## config.mk

```make
export PLATFORM = sky130hd
export DESIGN_NAME = ld_stream_split
export DESIGN_NICKNAME = d
export VERILOG_FILES = /design/src/rtl/ld_stream_split.sv
export SDC_FILE = /design/constraint.sdc
export NUM_CORES = 1
export LEC_CHECK = 0
export CAP_MARGIN = 0
export CORE_MARGIN = 2
export CORE_UTILIZATION = 43
export CTS_CLUSTER_DIAMETER = 150
export CTS_CLUSTER_SIZE = 30
export DETAILED_ROUTE_END_ITERATION = 16
export HOLD_SLACK_MARGIN = 0.08
export PLACE_DENSITY = 0.77
export SLEW_MARGIN = 20
export SYNTH_ARGS = -nofsm -noshare
export SYNTH_HDL_FRONTEND = slang
export SYNTH_SLANG_ARGS = --single-unit
```

## constraint.sdc

```tcl
create_clock -name clk -period 2.7 [get_ports clk]
set_input_delay 0.54 -clock clk [delete_from_list [all_inputs] [get_ports clk]]
set_output_delay 0.54 -clock clk [all_outputs]
set_load 0.03 [all_outputs]
```

## src/rtl/ld_stream_split.sv

```systemverilog
// ld_stream_split
// Accepts one tile's load configuration, then steers a single AXI-Stream
// of packed load beats into the loader interface. The first act_times
// beats become activation beats. The following bs+bp beats become weight
// beats. After the last beat the block waits for the load controller's
// ld_tile_end and then pulses tile_done upstream.
//
// Ports:
//   clk, rst               single clock, synchronous active-high reset
//   cfg_*                  tile configuration handshake and counts
//   s_axis_*               incoming load-beat stream
//   bw_act_times,
//   bs_bw_wgt_times,
//   bp_bw_wgt_times        latched counts for the load controller
//   ld_tile_start          one-cycle pulse at tile start
//   ld_valid_act/_wgt      registered beat qualifiers for ld_data
//   ld_data                registered beat
//   ld_tile_end            load controller completion
//   tile_done              one-cycle completion pulse upstream
//   err_cfg, err_tlast     sticky error flags, cleared only by rst
module ld_stream_split #(
  parameter int DATA_W = 64
) (
  input  logic              clk,
  input  logic              rst,
  input  logic              cfg_valid,
  output logic              cfg_ready,
  input  logic [15:0]       cfg_act_times,
  input  logic [15:0]       cfg_bs_wgt_times,
  input  logic [15:0]       cfg_bp_wgt_times,
  input  logic [DATA_W-1:0] s_axis_tdata,
  input  logic              s_axis_tvalid,
  output logic              s_axis_tready,
  input  logic              s_axis_tlast,
  output logic [15:0]       bw_act_times,
  output logic [15:0]       bs_bw_wgt_times,
  output logic [15:0]       bp_bw_wgt_times,
  output logic              ld_tile_start,
  output logic              ld_valid_act,
  output logic              ld_valid_wgt,
  output logic [DATA_W-1:0] ld_data,
  input  logic              ld_tile_end,
  output logic              tile_done,
  output logic              err_cfg,
  output logic              err_tlast
);

  typedef enum logic [2:0] {
    IDLE,
    START,
    ACT,
    WGT,
    WAIT_END
  } state_t;

  state_t            state_reg;
  logic [16:0]       beat_cnt_reg;
  logic [16:0]       wgt_total_reg;
  logic [15:0]       act_times_reg;
  logic [15:0]       bs_times_reg;
  logic [15:0]       bp_times_reg;
  logic              tile_start_reg;
  logic              valid_act_reg;
  logic              valid_wgt_reg;
  logic [DATA_W-1:0] data_reg;
  logic              tile_done_reg;
  logic              err_cfg_reg;
  logic              err_tlast_reg;

  logic beat_fire;
  logic act_last;
  logic wgt_last;
  logic cfg_zero;

  // Ready signals are decoded from state so that a reset edge drops them
  // immediately and cfg_ready comes up in the first cycle after reset.
  assign cfg_ready     = (state_reg == IDLE) && !rst;
  assign s_axis_tready = (state_reg == ACT) || (state_reg == WGT);

  assign beat_fire = s_axis_tvalid && s_axis_tready;

  // The counter is 17 bits wide so that the weight phase (bs+bp) fits.
  // The activation compare zero-extends the 16-bit count.
  assign act_last = (beat_cnt_reg == ({1'b0, act_times_reg} - 17'd1));
  assign wgt_last = (beat_cnt_reg == (wgt_total_reg - 17'd1));

  // Zero counts would wrap the load controller's times-1 compare.
  assign cfg_zero = (cfg_act_times == 16'd0) || (cfg_bs_wgt_times == 16'd0) ||
                    (cfg_bp_wgt_times == 16'd0);

  always_ff @(posedge clk) begin
    if (rst) begin
      state_reg      <= IDLE;
      beat_cnt_reg   <= '0;
      wgt_total_reg  <= '0;
      act_times_reg  <= '0;
      bs_times_reg   <= '0;
      bp_times_reg   <= '0;
      tile_start_reg <= 1'b0;
      valid_act_reg  <= 1'b0;
      valid_wgt_reg  <= 1'b0;
      data_reg       <= '0;
      tile_done_reg  <= 1'b0;
      err_cfg_reg    <= 1'b0;
      err_tlast_reg  <= 1'b0;
    end else begin
      tile_start_reg <= 1'b0;
      valid_act_reg  <= 1'b0;
      valid_wgt_reg  <= 1'b0;
      tile_done_reg  <= 1'b0;

      if (beat_fire) begin
        data_reg      <= s_axis_tdata;
        valid_act_reg <= (state_reg == ACT);
        valid_wgt_reg <= (state_reg == WGT);
        // tlast belongs exactly on the final weight beat. A mismatch is
        // only flagged; the beat counts still drive the phase changes.
        if (s_axis_tlast != ((state_reg == WGT) && wgt_last)) begin
          err_tlast_reg <= 1'b1;
        end
      end

      case (state_reg)
        IDLE: begin
          if (cfg_valid) begin
            if (cfg_zero) begin
              err_cfg_reg <= 1'b1;
            end else begin
              act_times_reg  <= cfg_act_times;
              bs_times_reg   <= cfg_bs_wgt_times;
              bp_times_reg   <= cfg_bp_wgt_times;
              wgt_total_reg  <= {1'b0, cfg_bs_wgt_times} + {1'b0, cfg_bp_wgt_times};
              beat_cnt_reg   <= '0;
              tile_start_reg <= 1'b1;
              state_reg      <= START;
            end
          end
        end
        START: begin
          state_reg <= ACT;
        end
        ACT: begin
          if (beat_fire) begin
            if (act_last) begin
              beat_cnt_reg <= '0;
              state_reg    <= WGT;
            end else begin
              beat_cnt_reg <= beat_cnt_reg + 17'd1;
            end
          end
        end
        WGT: begin
          if (beat_fire) begin
            if (wgt_last) begin
              state_reg <= WAIT_END;
            end else begin
              beat_cnt_reg <= beat_cnt_reg + 17'd1;
            end
          end
        end
        WAIT_END: begin
          if (ld_tile_end) begin
            tile_done_reg <= 1'b1;
            state_reg     <= IDLE;
          end
        end
        default: begin
          state_reg <= IDLE;
        end
      endcase
    end
  end

  assign bw_act_times    = act_times_reg;
  assign bs_bw_wgt_times = bs_times_reg;
  assign bp_bw_wgt_times = bp_times_reg;
  assign ld_tile_start   = tile_start_reg;
  assign ld_valid_act    = valid_act_reg;
  assign ld_valid_wgt    = valid_wgt_reg;
  assign ld_data         = data_reg;
  assign tile_done       = tile_done_reg;
  assign err_cfg         = err_cfg_reg;
  assign err_tlast       = err_tlast_reg;

endmodule

```

; Word-level counts from Yosys, hierarchy flattened
; Index checks and enable logic that the tools add are counted.
[word_totals]
inputBits = 118
wordCells = 74
out_inout_bits = 120
regBits = 155
[op_classes]
n_reduce_logical = 20
bitwise = 5
n_eq_ne = 15
add_sub_neg = 4
mux = 17
[ops]
columns = operator, n
row1 = $mux W17, 6
row2 = $pmux W17 S3, 1
row3 = $logic_not A16 Y1, 3
row4 = $eq A17 B17 Y1, 2
row5 = $mux W3, 7
row6 = $add A16 B16 Y17, 1
row7 = $add A17 B1 Y17 const B, 1
row8 = $sub A16 B1 Y17 const B, 1
row9 = $sub A17 B1 Y17 const B, 1
row10 = $ne A2 B2 Y1 const B, 8
row11 = $pmux W3 S5, 1
row12 = $reduce_and A7 Y1, 1
row13 = $eq A3 B2 Y1 const B, 2
row14 = $reduce_and A3 Y1, 2
row15 = $reduce_and A6 Y1, 1
row16 = $not A1 Y1, 5
row17 = $reduce_or A2 Y1, 2
row18 = $eq A3 B1 Y1 const B, 1
row19 = $eq A3 B3 Y1 const B, 1
row20 = $logic_and A1 B1 Y1, 3
row21 = $logic_not A3 Y1, 1
row22 = $logic_or A1 B1 Y1, 3
row23 = $reduce_bool A3 Y1, 1
row24 = $reduce_or A3 Y1, 1
row25 = 4 further kinds, 5

; Depth between registers and ports, before layout
; Gate-level depths: netlist (run 1).
[logic_depth]
ltp_word = 6
ltp_mapped = 13
mapped_depth_nobuf = 12

; Worst setup path before layout (run 1)
; OpenSTA, ideal clock, no wires.
[synth_timing]
kind = register to register
startpoint = register act_times_reg[0], in the netlist bw_act_times[0]
endpoint = register beat_cnt_reg[12]
setup_time_ns = 0.116
period_less_slack_ns = 2.996
n_path_buf = 0
arrival_ns = 2.880
required_time_ns = 2.584
path_slack_ns = -0.296
stages_incl_launch_ff = 12
cell_sequence = dfxtp_1 > inv_1 > ha_1 > or3b_1 > or4_4 > xnor2_2 > o211ai_1 > or4_4 > o21ai_4 > a21o_4 > nor2_1 > a41o_1
[synth_between]
elab_chain_cells = 5
[synth_lines]
columns = element, line
row1 = "start, declared", 59  ; logic [15:0] act_times_reg;
row2 = "start signal, assigned", 129  ; act_times_reg <= cfg_act_times;
row3 = $sub A16 B1 Y17, 84  ; assign act_last = (beat_cnt_reg == ({1'b0, act_times_reg} - 17'd1));
row4 = $eq A17 B17 Y1, 84
row5 = $mux W17, 144  ; if (act_last) begin
row6 = $mux W17, 143  ; if (beat_fire) begin
row7 = $pmux W17 S3, 123  ; case (state_reg)
row8 = "end signal, assigned", 148  ; beat_cnt_reg <= beat_cnt_reg + 17'd1;
row9 = "end signal, assigned", 157  ; beat_cnt_reg <= beat_cnt_reg + 17'd1;
row10 = "end, declared", 57  ; logic [16:0] beat_cnt_reg;
; Every way passes these cells. The select of a mux whose other input is x is not followed.
; A chain may end at the register's enable or synchronous reset.

; Worst setup path after layout (run 1)
[layout_timing]
startpoint = register wgt_total_reg[5]
endpoint = register beat_cnt_reg[2]
[layout_between]
elab_chain_cells = 4
[layout_lines]
columns = element, line
row1 = "start, declared", 58  ; logic [16:0] wgt_total_reg;
row2 = "start signal, assigned", 132  ; wgt_total_reg <= {1'b0, cfg_bs_wgt_times} + {1'b0, cfg_bp_wgt_times};
row3 = $sub A17 B1 Y17, 85  ; assign wgt_last = (beat_cnt_reg == (wgt_total_reg - 17'd1));
row4 = $eq A17 B17 Y1, 85
row5 = $ne A2 B2 Y1 (no source line), --
row6 = $reduce_and A6 Y1 (no source line), --
; Every way passes these cells.

==> results of run 1 <==
==> what timing repair did <==
item	CTS	global route
buffers inserted	8	9
pin swaps	24	24
endpoints found under the setup margin	23	85
hold buffers	0	0
gates resized for setup	36	44
==> layout make-up <==
cell class / count / area (um^2)
Multi-Input combinational cell: 760 / 4540
Fill cell: 1344 / 5050
Sequential cell: 155 / 3120
Clock inverter: 14 / 174
Tap cell: 225 / 282
Inverter: 26 / 100
Timing Repair Buffer: 405 / 3720
Clock buffer: 18 / 429
==> critical path: stages, from the launching register on <==
cell,delay (ps)
dfxtp_2,320
or4_4,580
and4bb_4,380
buf_6,110
nand2_2,50
or4_4,470
a21oi_4,170
buf_6,120
a21o_1,170
buf_4,130
buf_6,110
o21ai_2,70
a21oi_2,190
==> per-stage QoR <==
| stage | instance area (um^2) | hold WS (ps) | instances |
|---|---|---|---|
| floorplan | 7760 | 452 | 1004 |
| global placement | 11300 | 441 | 1555 |
| detailed placement | 11300 | 446 | 1555 |
| CTS | 12100 | 454 | 1594 |
| global route | 12400 | 461 | 1603 |
| finish | 12400 | 444 | 1603 |
==> Yosys cell counts (9+ instances only) <==
library cell and number:
nor3_1 20, dfxtp_1 155, nand3_1 16, xnor2_1 33
nand4_1 13, nor4_1 20, nor2_1 36, xor2_1 17
inv_1 26, nand2_1 269, o21ai_0 13, clkbuf_1 49
and3_1 9, a21oi_1 159, ha_1 19
==> final timing paths <==
check | endpoint | cells after the start | slack, ps
max | beat_cnt_reg[2]$_SDFFE_PP0P_ | 12 | -250
min | bp_bw_wgt_times[1]$_SDFFE_PP0P_ | 3 | 440
max reg2reg | beat_cnt_reg[2]$_SDFFE_PP0P_ | 12 | -250
min reg2reg | ld_data[51]$_SDFFE_PP0P_ | 2 | 450
==> routing by layer <==
layer	share of wire, %	global-route usage [%]	up-vias
li1	-	-	4201
met1	40	31.2	4058
met2	51	45.2	282
met3	5.8	6.43	61
met4	3.3	10.4	0
met5	0	0	-
==> power groups by stage <==
stage	sequential (mW)	clock, mW	combinational, mW
finish	2.54	2.49	2.46
global route	2.56	2.61	2.63
CTS	2.54	2.52	2.32
detailed placement	2.59	0	2.21
global placement	2.58	0	2.17
floorplan	2.82	0	0.982
==> logic make-up after synthesis <==
group	count (synthesis)	share of synthesized area, %
simple gates	441	26.5
compound gates	245	18.9
xor+xnor	51	5.89
buf+inv	89	4.82
fa+ha+maj	20	3.34
flops	155	40.2
mux	3	0.389
==> key figures, run 1 <==
Power and ir drop
  • Leakage: 4.76 nW
  • Flop pwr share: between 30% and 40%
  • Pint: ~5.0 mW
  • Tot Pwr: between 7 and 8 mW
  • Sw Share: 32.8%
  • P_sw: ~2.5 mW
  • P per Cell Area: 607 nW/um^2
  • Combinational Power Share: about a third
  • Clock network power share: 33.2%
  • VDD IR max: roughly 0.54 mV

Yosys
  • Synth area leaders: dfxtp_1 (40%), nand2_1 (13%), a21oi_1 (10%), xnor2_1 (3.7%), ha_1 (3.1%)
  • FF+latch count, synth: about 160
  • Number of flops mapped to enable cells by yosys: 0
  • Post-synthesis cell type count: between 60 and 70
  • Netlist Area Pre-Place: roughly 7700 um^2
  • Net count after synthesis: ~1100
  • Main flop type after synthesis: dfxtp_1
  • Synthesized instance count: approximately 1000
  • Ys async rst share: 0%
  • Number of synthesis warnings: 0
  • Share of the synthesized area in the top cell type: about two fifths
  • Syn Area/Cell: 7.69 um^2
  • Largest area contributor in the netlist: dfxtp_1
  • Register area share after synthesis: 40.2%

Detailed routing
  • Final wirelength: 26400 um
  • Routed Antenna Nets: 0
  • Drt pass-1 iters: 6
  • Post-DR vias/cell: about 5.4
  • Routed WL per cell: around 16 um
  • Vias: about 8600
  • Drc violations: 0
  • DRT iter0 DRCs: slightly below 600

Floorplan
  • Die area: about 19000 um^2
  • Core Region: around 17000 um^2
  • # IOs: between 200 and 250
  • Row count: between 40 and 50
  • Die width: 138 um
  • Die height: 138 um
  • Initial Util: approximately 44%

Timing
  • Crit path time final: 2950 ps
  • Clk_skew: 11.2 ps
  • Max Freq: between 300 and 400 MHz
  • Setup ws final: -251 ps
  • Final Cycle Share: 109%
  • Setup violations, final: 20
  • Slew Limit Fails: 0
  • Slew HR: 54.7%
  • RSZ-0062 raised after global routing: yes
  • Sum Neg Setup Slack: -3180 ps
  • Worst slew pin tran: ~680 ps
  • Count of final hold-check violations: 0

Finish
  • Final core occ: between 70 and 80%
  • N_diodes: 0
  • Most frequent cells in the layout: nand2_1 (264), clkdlybuf4s50_1 (230), buf_4 (155), a21oi_1 (147), dfxtp_1 (147)
  • Max FFs per register: 64
  • Synth-to-layout area growth: 60.2%
  • Layout net count: between 1500 and 2000
  • Layout cell share with drive strength beyond 1: 20.9%
  • Most common cell after layout, fill and taps aside: nand2_1

Run
  • Max-cap viol count: 0

Clocking
  • CTS Buf Count: 17
  • CTS Sinks: approximately 160
  • # H-tree levels: 4
  • Root Driver: clkbuf_16
  • Worst-path clk slew: 70 ps
  • CTS tree: done
  • Worst skew pair latency: roughly 430 ps
  • Max clock buf depth: 2

Worst setup path
  • Worst EP required: about 3100 ps
  • Setup crit start kind: flip-flop
  • Reg2reg start: wgt_total_reg[5]$_SDFFE_PP0P_
  • CP Data Arrival Time: about 3300 ps
  • Critical path peak fanout: 5
  • Crit. End Element: flip-flop
  • CP Launch Point: wgt_total_reg[5]$_SDFFE_PP0P_
  • Critical path class: flip-flop to flip-flop

GRT
  • GRT overflow: 0
  • First-pass GRT wire length: 39200 um
  • Vias in the first global route: between 7000 and 8000
  • GR Util All Layers: between 20% and 30%
  • Antenna violations before repair: 0
  • Largest net degree at the start of global routing: 142

Placement
  • GP Congestion: roughly 0.85
  • Worst slack, placed: -706 ps
  • I/O Buffers: about 240
  • DP HPWL: between 15000 and 20000 um

Min path
  • Min-Delay Path Class: input port to flip-flop
  • HP Start: cfg_bp_wgt_times[1]

Status
  • Outcome: finished with violations
  • Failing checks: setup timing
(Power assumes the default switching activity.)
==> run 2, diff against run 1 <==
--- a/config.mk
+++ b/config.mk
@@ -12,8 +12,8 @@
 export CTS_CLUSTER_SIZE = 30
 export DETAILED_ROUTE_END_ITERATION = 16
 export HOLD_SLACK_MARGIN = 0.08
-export PLACE_DENSITY = 0.77
-export SLEW_MARGIN = 20
+export PLACE_DENSITY = 0.81
+export SLEW_MARGIN = 30
 export SYNTH_ARGS = -nofsm -noshare
 export SYNTH_HDL_FRONTEND = slang
 export SYNTH_SLANG_ARGS = --single-unit
==> key figures, run 2 (same netlist as run 1, synthesis figures left out) <==
Worst setup path
  • Reg2reg end: beat_cnt_reg[4]$_SDFFE_PP0P_
  • Reg2reg start: wgt_total_reg[5]$_SDFFE_PP0P_
  • Buf/Inv on CP: 3
  • Cell depth of the worst flop-to-flop path: 12
  • Worst EP required: between 3000 and 4000 ps
  • CP peak stage delay: roughly 550 ps
  • CP Data Arrival Time: 3290 ps
  • Setup crit start kind: flip-flop
  • Crit. End Element: flip-flop
  • Critical path peak fanout: 8
  • Critical Path Slowest Stage Cell: or4_4
  • Critical path class: flip-flop to flip-flop
  • Delay-heaviest family, CP: simple AND/OR/NAND/NOR gates
  • Critical-path cell list: or4_4 -> and4bb_4 -> buf_6 -> xnor2_1 -> nand2_1 -> o211ai_2 -> a21oi_4 -> buf_6 -> a21o_1 -> buf_12 -> or4_4 -> a21oi_2
  • FF-to-FF setup slack: -220 ps

Detailed routing
  • Routed Antenna Nets: 0
  • Final wirelength: 26300 um
  • Vias: about 8700
  • Drc violations: 0
  • Routed WL per cell: about 16 um
  • Post-DR vias/cell: 5.42
  • DRT iter0 DRCs: 633
  • Drt pass-1 iters: 5

Timing
  • Slew HR: approximately 55%
  • Final Cycle Share: 108%
  • Sum Neg Setup Slack: -2690 ps
  • Slew Limit Fails: 0
  • Clk_skew: around 8.3 ps
  • Setup ws final: -224 ps
  • Worst slew pin tran: approximately 680 ps
  • Crit path time final: about 3000 ps
  • Setup violations, final: 19
  • Hold slack: ~450 ps
  • RSZ-0062 raised after global routing: yes
  • Max Freq: 342 MHz
  • Count of final hold-check violations: 0

Finish
  • Synth-to-layout area growth: 59.5%
  • Max FFs per register: 64
  • Layout net count: 1500
  • Layout cell share with drive strength beyond 1: 20.5%
  • Most frequent cells in the layout: nand2_1 (265), clkdlybuf4s50_1 (227), buf_4 (152), a21oi_1 (147), dfxtp_1 (147)
  • N_diodes: 0
  • Post-route insts no fill: 1600
  • Most common cell after layout, fill and taps aside: nand2_1
  • Fillcell total: between 1000 and 1500

Min path
  • Worst Hold Path Cells: 2
  • Hold Path End: ld_data[21]$_SDFFE_PP0P_
  • Min-Delay Path Class: flip-flop to flip-flop
  • HP Start: ld_data[21]$_SDFFE_PP0P_

Placement
  • Placed cells: roughly 1500
  • Worst slack, placed: -718 ps
  • GP Congestion: 0.900
  • DP HPWL: about 18000 um
  • I/O Buffers: ~240

Floorplan
  • Die area: around 19000 um^2
  • Die width: 138 um
  • Initial Util: between 40% and 50%
  • Row count: 48
  • # IOs: between 200 and 250
  • Die height: around 140 um
  • Core Region: about 17000 um^2

Power and ir drop
  • VDD IR max: 0.531 mV
  • Flop pwr share: 34.7%
  • Combinational Power Share: 33.2%
  • Leakage: 4.76 nW
  • P_sw: 2.44 mW
  • Clock network power share: 32.1%
  • Pint: 4.89 mW
  • P per Cell Area: approximately 600 nW/um^2
  • Sw Share: between 30% and 40%

Clocking
  • CTS Sinks: between 150 and 200
  • CTS Hold Buffers Added: 0
  • Root Driver: clkbuf_16
  • CTS Buf Count: 17
  • CTS tree: done
  • # H-tree levels: 4
  • Worst-path clk slew: 70 ps
  • Worst skew pair latency: around 430 ps
  • Max clock buf depth: 2

Status
  • Outcome: finished with violations
  • Failing checks: setup timing

GRT
  • GRT overflow: 0
  • Vias in the first global route: between 8000 and 9000
  • M2 GR Usage: between 40% and 50%
  • Met3 Use GR: about 5.7%
  • First-pass GRT wire length: 39300 um
  • Met1 global-route usage: 30.7%
  • GRT busiest layer: met2
  • Antenna violations before repair: 0
  • Largest net degree at the start of global routing: ~140
  • GR Util All Layers: a little over a quarter

Run
  • Max-cap viol count: 0
[run 2: how the worst max path moves through the flow]
stage | slack [ps] | endpoint | depth (start not counted) | start
floorplan | -140 | beat_cnt_reg[12]$_SDFFE_PP0P_ | 11 | bw_act_times[1]$_SDFFE_PP0P_
global placement | -640 | beat_cnt_reg[12]$_SDFFE_PP0P_ | 11 | cfg_bs_wgt_times[1]
detailed placement | -720 | wgt_total_reg[16]$_SDFFE_PP0P_ | 13 | cfg_bs_wgt_times[0]
CTS | -190 | beat_cnt_reg[7]$_SDFFE_PP0P_ | 11 | wgt_total_reg[7]$_SDFFE_PP0P_
global route | -350 | beat_cnt_reg[9]$_SDFFE_PP0P_ | 13 | wgt_total_reg[1]$_SDFFE_PP0P_
finish | -220 | beat_cnt_reg[4]$_SDFFE_PP0P_ | 12 | wgt_total_reg[5]$_SDFFE_PP0P_
[run 2: metal layers]
layer	vias up	share of wire [%]	wire length, um
met1	4024	39	10200
met3	97	6.4	1700
li1	4205	-	-
met5	-	0	0
met4	0	4.2	1110
met2	349	51	13300
[run 2: worst register-to-register path, cell delays in order (launching register included)]
cell and delay [ps]:
dfxtp_2 320, or4_4 550, and4bb_4 350, buf_6 110, xnor2_1 100, nand2_1 90
o211ai_2 120, a21oi_4 100, buf_6 130, a21o_1 220, buf_12 150, or4_4 470
a21oi_2 130
[run 2: timing repair]
item                       in CTS  in global routing
resized for setup              40                 38
buffers inserted               12                  8
setup endpoints to repair      25                 62
pin swaps                      26                 26
[run 2: power groups by stage]
stage	registers, mW	logic, mW	clock network [mW]
floorplan	2.82	0.982	0
global placement	2.58	2.15	0
detailed placement	2.59	2.19	0
CTS	2.54	2.34	2.37
global route	2.56	2.60	2.47
finish	2.55	2.43	2.35
[run 2: cell type report]
type	instances	area [um^2]	share of cell area, %
Multi-Input combinational cell	760	4520	36.7
Sequential cell	155	3120	25.3
Tap cell	225	282	2.29
Clock buffer	19	453	3.68
Clock inverter	13	126	1.03
Inverter	26	100	0.813
Timing Repair Buffer	402	3710	30.2
[run 2: stage by stage]
stage / area [um^2] / power [mW] / util, %
after floorplan: 7760 / 3.80 / -
after global placement: 11300 / 4.73 / 64.8
after detailed placement: 11300 / 4.78 / 64.8
after CTS: 12100 / 7.25 / 69.4
after global routing: 12300 / 7.63 / 70.7
final: 12300 / 7.33 / 70.7
==> patch 1 (config.mk and constraints of run 1) <==
Set the parameter `DATA_W` to 96 (it was 64).
--- a/src/rtl/ld_stream_split.sv
+++ b/src/rtl/ld_stream_split.sv
@@ -20,5 +20,5 @@
 //   err_cfg, err_tlast     sticky error flags, cleared only by rst
 module ld_stream_split #(
-  parameter int DATA_W = 64
+  parameter int DATA_W = 96
 ) (
   input  logic              clk,
Ports: changed (resized ld_data and s_axis_tdata); port bits go from 238 to 302. No check against the original RTL was run, so the function may have changed too.
==> patch 1 against run 1 <==
  * Critical path depth fell by 2
  * Sequential cell count rose by 32
  * Core utilization fell by 4.2 points
  * Cell area rose by 8.7%
  * Worst setup slack improved by 0.33 ns
  * Register-to-register slack improved by 0.37 ns
  * Area after synthesis rose by 14%
  * Global-route usage fell by 0.54 points
  * Wire length rose by 6.3%
  * Non-clock buffer count rose by 4
  * Highest routed layer is now met5
Power is not compared: it rests on default switching activity, and its combinational part moved more than twofold at a synthesized area within 25%.
==> patch 1: results <==
export IMPL_hpwl_um=21000
export IMPL_yosysSeqAreaShare_pct=42.7
export IMPL_cp_start_kind="input port"
export IMPL_dr_pass1_iters=5
export IMPL_synth_avg_cell_area_um2=8.21
export IMPL_cpPeakStageDelay_ns=0.50
export IMPL_r2r_start="bw_act_times[4]$_SDFFE_PP0P_"
export IMPL_yosys_top_cells_area="dfxtp_1 (43%), nand2_1 (9.4%), a21oi_1 (7.0%)"
export IMPL_crit_slowest_cell="clkdlybuf4s50_1"
export IMPL_drive_above_1_share_pct=12.0
export IMPL_drt_iter0_markers=414
export IMPL_reg2reg_depth=8
export IMPL_setup_viol=0
export IMPL_place_gp_congestion=0.873
export IMPL_synth_cell_types=68
export IMPL_grt_max_degree=100
export IMPL_track_usage_pct=25.6
export IMPL_pre_cts_slack_ns=-0.581
export IMPL_fin_nets=1597
export IMPL_fillers=1590
export IMPL_synth_common_cells="nand2_1 (219), dfxtp_1 (187), a21oi_1 (122)"
export IMPL_relSlewSlack_pct=34.1
export IMPL_crit_start="cfg_bp_wgt_times[2]"
export IMPL_largest_register_ffs=96
export IMPL_max_freq_mhz=382
export IMPL_syn_nets=1238
export IMPL_run_status="complete, no violations"
export IMPL_seq_area_mm2=0.00375
export IMPL_antenna_found_initial=1
export IMPL_dpl_cell_area_mm2=0.0127
export IMPL_finalClockSkew_ns=0.00757
export IMPL_io_buffers=301
==> patch 1: timing repair <==
item | in CTS | in global routing
setup buffers | 4 | 2
pin swaps | 1 | 12
endpoints found under the setup margin | 17 | 23
resized for setup | 2 | 13
==> patch 1: per-layer routing <==
layer | wire length, um | GRT usage, %
met3 | 2050 | 7.76
met1 | 11600 | 31.2
met2 | 13600 | 43.5
met5 | 16 | 0
met4 | 780 | 8.20
==> patch 1: final cells by class <==
class | count | share of cell area, %
timing repair buffer | 409 | 29.3
inverter | 13 | 0.363
tap | 270 | 2.52
clock buffer | 21 | 3.43
sequential | 187 | 27.9
multi-input combinational | 799 | 35.6
clock inverter | 9 | 0.857
==> patch 1: logic make-up after synthesis <==
| kind of cell | after synthesis | synth area share (%) |
|---|---|---|
| compound gates | 186 | 12.7 |
| xor+xnor | 65 | 6.49 |
| fa+ha+maj | 20 | 2.94 |
| buf+inv | 82 | 3.78 |
| flops | 187 | 42.7 |
| mux | 59 | 6.91 |
| simple gates | 469 | 24.5 |
==> patch 2 (settings of run 1) <==
Made on the original files. Add an input register stage for `cfg_bs_wgt_times`, cleared by the reset; this delays it by one clock. The other inputs are not delayed to match.
--- a/src/rtl/ld_stream_split.sv
+++ b/src/rtl/ld_stream_split.sv
@@ -54,4 +54,14 @@
   } state_t;
 
+  logic [15:0] cfg_bs_wgt_times_q;
+
+  always_ff @(posedge clk) begin
+    if (rst) begin
+      cfg_bs_wgt_times_q <= '0;
+    end else begin
+      cfg_bs_wgt_times_q <= cfg_bs_wgt_times;
+    end
+  end
+
   state_t            state_reg;
   logic [16:0]       beat_cnt_reg;
@@ -86,5 +96,5 @@
 
   // Zero counts would wrap the load controller's times-1 compare.
-  assign cfg_zero = (cfg_act_times == 16'd0) || (cfg_bs_wgt_times == 16'd0) ||
+  assign cfg_zero = (cfg_act_times == 16'd0) || (cfg_bs_wgt_times_q == 16'd0) ||
                     (cfg_bp_wgt_times == 16'd0);
 
@@ -128,7 +138,7 @@
             end else begin
               act_times_reg  <= cfg_act_times;
-              bs_times_reg   <= cfg_bs_wgt_times;
+              bs_times_reg   <= cfg_bs_wgt_times_q;
               bp_times_reg   <= cfg_bp_wgt_times;
-              wgt_total_reg  <= {1'b0, cfg_bs_wgt_times} + {1'b0, cfg_bp_wgt_times};
+              wgt_total_reg  <= {1'b0, cfg_bs_wgt_times_q} + {1'b0, cfg_bp_wgt_times};
               beat_cnt_reg   <= '0;
               tile_start_reg <= 1'b1;
Formal check against the unedited RTL: not equivalent (Yosys sat finds a counterexample within 4 cycles, from zero or initial values and one cycle with rst high).
==> patch 2 against run 1 <==
  * The flow still finishes with violations (negative setup slack)
  * Clock skew decreased by 0.0018 ns
  * Count of clock-buffer cells in the layout decreased by 1
  * Worst setup slack improved by 0.095 ns
  * Hold slack got worse by 0.088 ns
  * Non-clock buffer count decreased by 38
  * Wire length about the same
  * Area after synthesis increased by 5.4%
  * Power decreased by 6.2%
  * Cell area increased by 1.7%
  * Sequential cell count increased by 16
  * Critical path type unchanged
  * Critical endpoint is now beat_cnt_reg[13]$_SDFFE_PP0P_
  * Highest routed layer unchanged
==> patch 2: results <==
export IMPL_yosys_top_cells_area="dfxtp_1 (42%), nand2_1 (12%), a21oi_1 (9.5%)"
export IMPL_worstPathArrival_ns=3.15
export IMPL_hpwl_um=19000
export IMPL_dp_cells=1563
export IMPL_holdWs_ns=0.355
export IMPL_yosysSeqAreaShare_pct=42.1
export IMPL_final_setup_worst_slack_ns=-0.156
export IMPL_dpl_cell_area_mm2=0.0117
export IMPL_drive_above_1_share_pct=17.1
export IMPL_pre_cts_slack_ns=-0.588
export IMPL_cp_max_fo=6
export IMPL_failed_checks="negative setup slack"
export IMPL_hp_start="rst"
export IMPL_cts_resized=11
export IMPL_track_usage_pct=25.3
export IMPL_totalWireLength_um=26400
export IMPL_drt_iter0_markers=747
export IMPL_place_gp_congestion=0.887
export IMPL_fin_tns_setup_ns=-1.65
export IMPL_post_cts_setup_buffers=1
export IMPL_cts_root_buf="clkbuf_16"
export IMPL_reg2reg_to="beat_cnt_reg[13]$_SDFFE_PP0P_"
export IMPL_grt_first_pass_wirelength_um=40900
export IMPL_via_count=8660
export IMPL_grt_max_degree=67
export IMPL_synthCells=1035
export IMPL_synth_cell_types=67
export IMPL_setup_viol=17
export IMPL_peakVddDrop_mv=0.468
export IMPL_power_leakage_nw=4.80
export IMPL_antenna_cells=0
export IMPL_fillers=1472
export IMPL_total_power_w=0.00703
export IMPL_fin_util_pct=67.4
export IMPL_syn_nets=1173
export IMPL_dr_pass1_iters=5
export IMPL_hold_path_cell_count=2
export IMPL_synth_common_cells="nand2_1 (265), dfxtp_1 (171), a21oi_1 (154)"
export IMPL_finalClockSkew_ns=0.00945
export IMPL_run_status="finished, violations left"
export IMPL_grt_pass1_vias=8139
export IMPL_hold_path_end="state_reg[0]$_SDFFE_PP0P_"
export IMPL_fin_nets=1493
export IMPL_wl_per_cell_um=16.5
export IMPL_relSlewSlack_pct=56.6
export IMPL_crit_start="wgt_total_reg[9]$_SDFFE_PP0P_"
export IMPL_reg2reg_depth=10
[patch 2: cell types whose count changed after synthesis, moves of 6 or more]
cell	before	now
dfxtp_1	155	171
nor2b_1	6	20
nand3_1	16	26
a31oi_1	3	12
xnor2_1	33	24
and3_1	9	17
o2111ai_1	2	10
or4_1	3	10
inv_1	26	20
nand2b_1	8	2
o41ai_1	1	7
[patch 2: power by group]
group          internal, W  switching (W)  leakage, nW
Clock              0.00140        0.00111        0.301
Combinational     0.000872       0.000912         3.10
Sequential         0.00264      0.0000917         1.40
Total              0.00492        0.00212         4.80
[patch 2: worst max-delay path by stage]
| stage | end | slack [ns] |
|---|---|---|
| after floorplan | beat_cnt_reg[2]$_SDFFE_PP0P_ | -0.02 |
| after global placement | wgt_total_reg[14]$_SDFFE_PP0P_ | -0.55 |
| after detailed placement | wgt_total_reg[14]$_SDFFE_PP0P_ | -0.59 |
| after CTS | beat_cnt_reg[3]$_SDFFE_PP0P_ | -0.1 |
| after global routing | beat_cnt_reg[5]$_SDFFE_PP0P_ | -0.25 |
| final | beat_cnt_reg[13]$_SDFFE_PP0P_ | -0.16 |
[patch 2: logic make-up after synthesis]
logic type	count (synthesis)	share of synthesized area (%)
and+or+nand+nor	452	25.6
DFF	171	42.1
AOI/OAI and AO/OA	259	19.5
xor gates and xnor gates	47	5.23
adders and majority gates	20	3.17
buffers and inverters	86	4.41
[patch 2: layer usage]
layer  vias to the layer above  GRT usage [%]  wire length [um]
li1                       4247              -                 -
met1                      4065           31.8             11000
met2                       294           41.4             12700
met3                        54           7.09              1860
met4                         0           9.26               720
met5                         -              0                 0
[patch 2: final cells by class]
class                   count  area share, %
multi-input cells         778           37.4
repair buffers            367           27.6
flip-flops and latches    171           27.3
clock buffers              17           3.38
well taps                 234           2.33
clock inverters            15           1.41
inverters                  20          0.597
